**src/rtl/if_fetch_stage.sv**
```systemverilog
// if_fetch_stage: program counter plus a single-outstanding instruction memory fetch,
// presenting (pc + step, instruction) downstream over valid/ready with redirect and freeze.
module if_fetch_stage #(
    parameter logic [31:0] RESET_PC = 32'h0000_0000,
    parameter logic [31:0] PC_STEP  = 32'd4
) (
    input  logic        clk,
    input  logic        rst,
    input  logic        branch_taken,
    input  logic [31:0] branch_addr,
    input  logic        freeze,
    output logic        imem_req,
    output logic [31:0] imem_addr,
    input  logic        imem_rsp_valid,
    input  logic [31:0] imem_rdata,
    output logic        out_valid,
    input  logic        out_ready,
    output logic [31:0] output_pc,
    output logic [31:0] output_instruction_memory
);
    typedef enum logic [1:0] {S_REQ, S_WAIT, S_HOLD} state_t;

    state_t      state_q, state_d;
    logic [31:0] pc_q, pc_d, opc_q, opc_d, ins_q, ins_d, pc_next;
    logic        kill_q, kill_d, valid_q, valid_d;

    assign pc_next = pc_q + PC_STEP;
    assign imem_req = rst && !freeze && !branch_taken &&
                      (state_q == S_REQ || (state_q == S_HOLD && out_ready));
    assign imem_addr = pc_q;
    assign out_valid = valid_q;
    assign output_pc = opc_q;
    assign output_instruction_memory = ins_q;

    always_comb begin
        state_d = state_q;
        pc_d    = pc_q;
        opc_d   = opc_q;
        ins_d   = ins_q;
        kill_d  = kill_q;
        valid_d = valid_q;
        case (state_q)
            S_REQ: begin
                if (branch_taken) pc_d = branch_addr;
                else if (imem_req) state_d = S_WAIT;
            end
            S_WAIT: begin
                // kill marks the outstanding response as belonging to a redirected-away path
                if (imem_rsp_valid) begin
                    if (kill_q) begin
                        kill_d  = 1'b0;
                        state_d = S_REQ;
                    end else if (branch_taken) begin
                        pc_d    = branch_addr;
                        state_d = S_REQ;
                    end else begin
                        ins_d   = imem_rdata;
                        opc_d   = pc_next;
                        pc_d    = pc_next;
                        valid_d = 1'b1;
                        state_d = S_HOLD;
                    end
                end else if (branch_taken) begin
                    kill_d = 1'b1;
                    pc_d   = branch_addr;
                end
            end
            S_HOLD: begin
                if (branch_taken) begin
                    valid_d = 1'b0;
                    pc_d    = branch_addr;
                    state_d = S_REQ;
                end else if (out_ready) begin
                    valid_d = 1'b0;
                    state_d = imem_req ? S_WAIT : S_REQ;
                end
            end
            default: state_d = S_REQ;
        endcase
    end

    always_ff @(posedge clk or negedge rst) begin
        if (!rst) begin
            state_q <= S_REQ;
            pc_q    <= RESET_PC;
            opc_q   <= 32'd0;
            ins_q   <= 32'd0;
            kill_q  <= 1'b0;
            valid_q <= 1'b0;
        end else begin
            state_q <= state_d;
            pc_q    <= pc_d;
            opc_q   <= opc_d;
            ins_q   <= ins_d;
            kill_q  <= kill_d;
            valid_q <= valid_d;
        end
    end
endmodule

```
**config.mk**
```make
export PLATFORM = sky130hd
export DESIGN_NAME = if_fetch_stage
export DESIGN_NICKNAME = d
export VERILOG_FILES = /design/src/rtl/if_fetch_stage.sv
export SDC_FILE = /design/constraint.sdc
export NUM_CORES = 1
export LEC_CHECK = 0
export BUFFER_PORTS_ARGS = -buffer_cell sky130_fd_sc_hd__clkbuf_2
export CAP_MARGIN = 40
export CORE_UTILIZATION = 45
export DETAILED_ROUTE_END_ITERATION = 10
export HOLD_SLACK_MARGIN = 0.15
export MAX_ROUTING_LAYER = met4
export PLACE_DENSITY_LB_ADDON = 0.1
export SLEW_MARGIN = 20
export SYNTH_ARGS = -nofsm -noshare
export SYNTH_HDL_FRONTEND = slang
export SYNTH_SLANG_ARGS = --single-unit
```
**constraint.sdc**
```tcl
create_clock -name clk -period 2.1 [get_ports clk]
set_input_delay 0.63 -clock clk [delete_from_list [all_inputs] [get_ports clk]]
set_output_delay 0.63 -clock clk [all_outputs]
set_load 0.03 [all_outputs]
```
==> results of run 1 <==
[cells in the mapped netlist (2+ instances only)]
master      n
buf_1       2
inv_1       8
buf_2       2
nor3_1     10
and3_1      5
nor2_1     24
or2_2       3
xor2_1     11
nor4_1      6
nand3_1    23
nand3b_1    2
a21oi_1    15
clkbuf_1   25
or3_1       4
a31oi_1     2
buf_4       3
o211ai_1    5
dfrtp_1   100
nand2b_1    2
o21ai_0    39
a221o_1     3
a311oi_1    3
o31ai_1     2
o311ai_0    9
a22oi_1     4
a211o_1     3
xnor2_1    15
o22ai_1     3
and4_1      4
o21a_1      3
or4_4       2
nand2_1   166
nand4_1    12
a21o_1      7
[metrics by stage]
stage               worst slack, ns  cells
floorplan                   -0.0888    541
global placement             0.0898    861
global route                 0.0163    877
detailed placement           0.0158    861
finish                       0.0626    877
CTS                          0.0393    877
[flip-flops by register name, summed over array words and instances (netlist names)]
name and flops:
imem_addr 32, output_instruction_memory 32, output_pc 32, state_q 2
kill_q 1, out_valid 1
[worst max-delay path by stage]
stage | slack (ns) | end | cells past startpoint | startpoint
2_1_floorplan | -0.09 | imem_addr[22] | 6 | imem_addr[7]
3_3_place_gp | 0.09 | imem_addr[22] | 5 | imem_addr[7]
3_5_place_dp | 0.02 | output_pc[30] | 5 | imem_rsp_valid
4_1_cts | 0.04 | output_pc[22] | 6 | imem_addr[7]
5_1_grt | 0.02 | imem_req | 4 | state_q[1]
6_report | 0.06 | imem_req | 4 | state_q[1]
[layer usage]
metal / track usage (%) / routed length [µm] / vias to the layer above
met5: - / 0 / -
met4: 10.7 / 353 / 0
met3: 4.64 / 738 / 26
met2: 40.8 / 6650 / 184
met1: 35.9 / 6210 / 2246
li1: - / - / 2262
[timing repair]
action                                 4_1_cts  5_1_grt
gates resized for setup                      0        8
endpoints found under the hold margin        0        0
setup endpoints to repair                    0        4
hold buffers                                 0        0
[power groups by stage]
| stage | Clock [µW] | Sequential [µW] | Combinational (µW) |
|---|---|---|---|
| after floorplan | 0 | 4100 | 720 |
| after global routing | 1190 | 2970 | 3190 |
| after CTS | 1120 | 2900 | 2970 |
| after global placement | 0 | 2910 | 2930 |
| final | 1090 | 2900 | 2960 |
| after detailed placement | 0 | 2920 | 2980 |
[critical path: cells and delay by family, from the launching register on]
kind	cells	cell delay (ns)
and+or+nand+nor	3	0.36
DFF	1	0.46
buffers and inverters	1	0.22
[final cells by class]
class | instances | share of cell area (%)
Clock inverter | 4 | 0.417
Clock buffer | 12 | 2.14
Multi-Input combinational cell | 400 | 34.4
Sequential cell | 100 | 40.0
Timing Repair Buffer | 217 | 19.9
Tap cell | 136 | 2.70
Inverter | 8 | 0.476
[cell families after synthesis]
kind of cell               after synthesis  share of synthesized area (%)
and+or+nand+nor                        268                           25.2
muxes                                    1                          0.209
xor gates and xnor gates                26                           4.74
buffers and inverters                   41                           3.52
AOI/OAI and AO/OA                      104                           13.9
adders and majority gates                1                          0.261
DFF                                    100                           52.1
==> run metrics, run 1 <==
Critical Path End Type primary output; setup_tns 0 ns; endpoints failing setup 0; n_diodes 0; Final Cycle Share 97.0%; Post-Synthesis Cell Area roughly 0.0048 mm²; headroom to the max-slew limit a little under two thirds; Detail Route Antenna Nets 0; CTS tree yes; status finished, final reports clean; DR iter-0 viols 338; count of input and output buffers 167; Net Sw Frac 44.7%; Slew Limit Fails 0; clk_lat worst skew 0.38 ns; most frequent cells in the layout 165 x nand2_1, 165 x clkbuf_2, 85 x dfrtp_1, 48 x buf_4, 39 x o21ai_0; final wirelength 14000 µm; Reg2Reg Launch Point imem_addr[12]; Fmax achieved 491 MHz; Max clock buf depth 2; Max-Cap Viols 0; Post-synth EDFFs 0; Fillers 957; clk root buf clkbuf_8; First-pass DRT Iterations 5; GP Congestion 0.898; FF+latch count, synth 100; Core Region 0.0103 mm²; area share of the largest cell type after synthesis 52.1%; crit path cell chain nand2b_1 > nand3b_1 > nor3_2 > clkbuf_4; drt drc 0; Initial Util 46.5%; I/O Pins 168; slew at the pin with the worst max-slew slack 0.542 ns; FF-to-FF End imem_addr[25]; Hold/Removal Path Class input pin to asynchronous set/reset pin; clock skew ~0.012 ns; Clock Power Share 15.7%; initial antenna violation count 0; routed len/inst 15.9 µm; post-route cell area 0.00631 mm²; Power Internal 3840 µW; top area cells in the synthesized netlist dfrtp_1 52%, nand2_1 13%, o21ai_0 4.1%, xnor2_1 2.7%, nand3_1 2.4%; Crit path largest cell delay roughly 0.46 ns; final hold vios 0; Sequential Power Share 41.7%; Storage cell area around 0.0025 mm²; Worst R2R Path Depth 5; Avg Cell Area, Syn 8.87 µm²; Syn Inst Count around 540; net count after synthesis 612; combinational share of power 42.5%; Worst VDD drop 0.542 mV; CP Class flop to primary output; width of the die 105 µm; Pwr Total 6950 µW; final hold slack roughly 0.33 ns; gr usage total 26.8%; Area growth syn-to-layout 31.4%; vias in the first global route 4496; vias approximately 4700; Die Y 105 µm; # Post-CTS Setup Buffers 0; largest net degree at the start of global routing 101; num rows 37; Post-Place Cell Area 0.00613 mm²; fin util 61.1%; CTS sink count 100; first-pass GRT wire length 22400 µm; Final #Nets 807; RSZ-0062 raised after global routing no; Multi-input gate area 0.00217 mm²; Reg clk slew, reported paths 0.10 ns; slowest stage cell, crit path dfrtp_2; PwrDens 1100 mW/mm²; Worst Path Required 1.47 ns; Synth async-reset ratio 100%; CTS H-Tree Depth 3; CP Data Arrival Time 1.41 ns; Unique masters post-synth between 40 and 50; Synthesis Warnings 0; DIE AREA 0.0111 mm²; Main synth FF type dfrtp_1; Tmin final about 2.0 ns; P_sw 3110 µW; crit path max fanout 7; post-DP HPWL about 10000 µm; post-synthesis sequential area ratio 52.1%; layout cells sized above 1 35.1%; Num CTS Buffers 9; Leak 0.00317 µW; Worst R2R Setup Slack 0.06 ns; total gr overflow 0; Yosys top cell by area dfrtp_1; startpoint types flop; Via-to-Cell Ratio 5.38
(Power assumes the default switching activity.)
==> run 2: changes to the inputs <==
Settings changed: MAX_ROUTING_LAYER met4 to default.
==> run 2 against run 1 <==
- design area grew 0.20%
- final cell count shrank 0.34%
- count of clock-buffer cells in the layout shrank 2
- wire length shrank 0.83%
- sequential share of layout area shrank 0.079 points
- critical path depth grew 1
- worst setup slack gained 0.016 ns
- global-route usage shrank 0.81 points
- non-clock buffer count shrank 2
- combinational power is essentially flat
- critical endpoint is now imem_addr[25]
==> run metrics, run 2 (same netlist as run 1, synthesis figures left out) <==
PwrDens 1120 mW/mm² (+1.7%); headroom to the max-slew limit 63.2% (-0.62 points); Initial Util 46.5% (unchanged); Via-to-Cell Ratio 5.40 (+0.32%); Pwr Total 7080 µW (+1.9%); initial antenna violation count 0 (unchanged); largest net degree at the start of global routing 101 (unchanged); CTS sink count 100 (unchanged); num rows 37 (unchanged); width of the die 105 µm (unchanged); gr usage total 26.0% (-0.81 points); Storage cell area 0.00252 mm² (unchanged); endpoints failing setup 0 (unchanged); Fmax achieved 495 MHz (+0.79%); most frequent cells in the layout 165 x nand2_1, 165 x clkbuf_2, 85 x dfrtp_1, 46 x buf_4, 39 x o21ai_0; clk_lat worst skew 0.38 ns (about the same); final wirelength 13800 µm (-0.83%); Worst R2R Path Depth 5 (unchanged); Worst Path Required 2.42 ns (+0.95 ns); Num CTS Buffers 9 (unchanged); I/O Pins 168 (unchanged); Worst VDD drop 0.670 mV (+24%); Final Cycle Share 96.3% (-0.76 points); Area growth syn-to-layout 31.6%; CTS H-Tree Depth 3 (unchanged); Reg clk slew, reported paths 0.10 ns (about the same); GP Congestion 0.907 (+1.0%); count of input and output buffers 167 (unchanged); Max clock buf depth 2 (unchanged); Fillers 946 (-1.1%); vias 4717 (-0.021%); CP Data Arrival Time 2.34 ns (+0.93 ns); Final #Nets 805 (-0.25%); Multi-input gate area 0.00217 mm² (about the same); slew at the pin with the worst max-slew slack 0.552 ns (+0.00929 ns); total gr overflow 0 (unchanged); startpoint types flop; layout cells sized above 1 35.1% (about the same); Hold/Removal Path Class input pin to asynchronous set/reset pin; vias in the first global route 4541 (+1.0%); CP Class flop to flop; status finished, final reports clean; Core Region 0.0103 mm² (unchanged); Critical Path End Type flop; n_diodes 0 (unchanged); fin util 61.2% (+0.12 points); CTS tree yes; Detail Route Antenna Nets 0 (unchanged); first-pass GRT wire length 22400 µm (about the same); Die Y 105 µm (unchanged); RSZ-0062 raised after global routing no; clock skew 0.0134 ns (+0.00179 ns); final hold vios 0 (unchanged); First-pass DRT Iterations 5 (unchanged); Max-Cap Viols 0 (unchanged); crit path max fanout 3 (-4); drt drc 0 (unchanged); Slew Limit Fails 0 (unchanged); # hold bufs at CTS 0 (unchanged); clk root buf clkbuf_8; Leak 0.00318 µW (+0.24%); DIE AREA 0.0111 mm² (unchanged); Tmin final 2.02 ns (-0.0161 ns); post-DP HPWL 10200 µm (-0.84%); routed len/inst 15.8 µm (-0.49%); DR iter-0 viols 305 (-9.8%)
run 2: changes by cell type in the layout (fill, tap and decap cells not counted), moves of 2 or more:
cell / previous run / this run
clkbuf_1: 3 / 0
o311ai_0: 7 / 9
o311ai_1: 2 / 0
buf_4: 48 / 46
run 2: timing repair:
action                                  in CTS  in global routing
endpoints found under the setup margin       0                  3
resized for setup                            0                  5
buffers inserted                             0                  0
run 2: metal layers:
metal	share of wire, %	routed length (µm)	GRT usage [%]	vias up
met5	0	0	0	-
met4	2.7	378	12.9	0
met3	7.2	998	4.70	25
met2	48	6590	41.2	193
met1	42	5870	34.5	2249
li1	-	-	-	2250
run 2: critical path: stages, from the launching register on:
cell     delay (ns)
dfrtp_1        0.39
nand4_1        0.14
or4_4          0.58
or4_4          0.43
or3_1          0.36
nand3_1        0.08
run 2: final timing paths:
path                                                 to                         start  slack (ns)
min reg2reg                output_instruction_memory[4]  output_instruction_memory[4]        0.48
min in group clk           output_instruction_memory[9]                 imem_rdata[9]        0.44
max                                       imem_addr[25]                 imem_addr[15]        0.08
min                                       imem_addr[19]                           rst        0.33
max reg2reg                               imem_addr[25]                 imem_addr[15]        0.08
max in group asynchronous                    state_q[1]                           rst        1.29
run 2: area by class of cell:
| cell class | count | area share [%] |
|---|---|---|
| timing repair buffer | 215 | 19.6 |
| clock inverter | 5 | 0.832 |
| tap | 136 | 2.69 |
| multi-input combinational | 400 | 34.3 |
| sequential | 100 | 39.9 |
| inverter | 8 | 0.475 |
| clock buffer | 10 | 2.18 |
run 2: where the power goes:
part           switching, µW  total, µW  internal [µW]
clock network            673       1240            571
logic                   2050       2930            880
registers                388       2910           2520
run 2: per-stage QoR:
step	setup WS, ns	instance area, µm²	setup TNS (ns)	instances	hold WS, ns
global route	0.00681	6320	0	874	0.395
detailed placement	0.0217	6120	0	859	0.464
floorplan	-0.0888	4850	-0.139	541	0.334
finish	0.0786	6320	0	874	0.325
CTS	0.0285	6310	0	874	0.366
global placement	0.100	6120	0	859	0.458
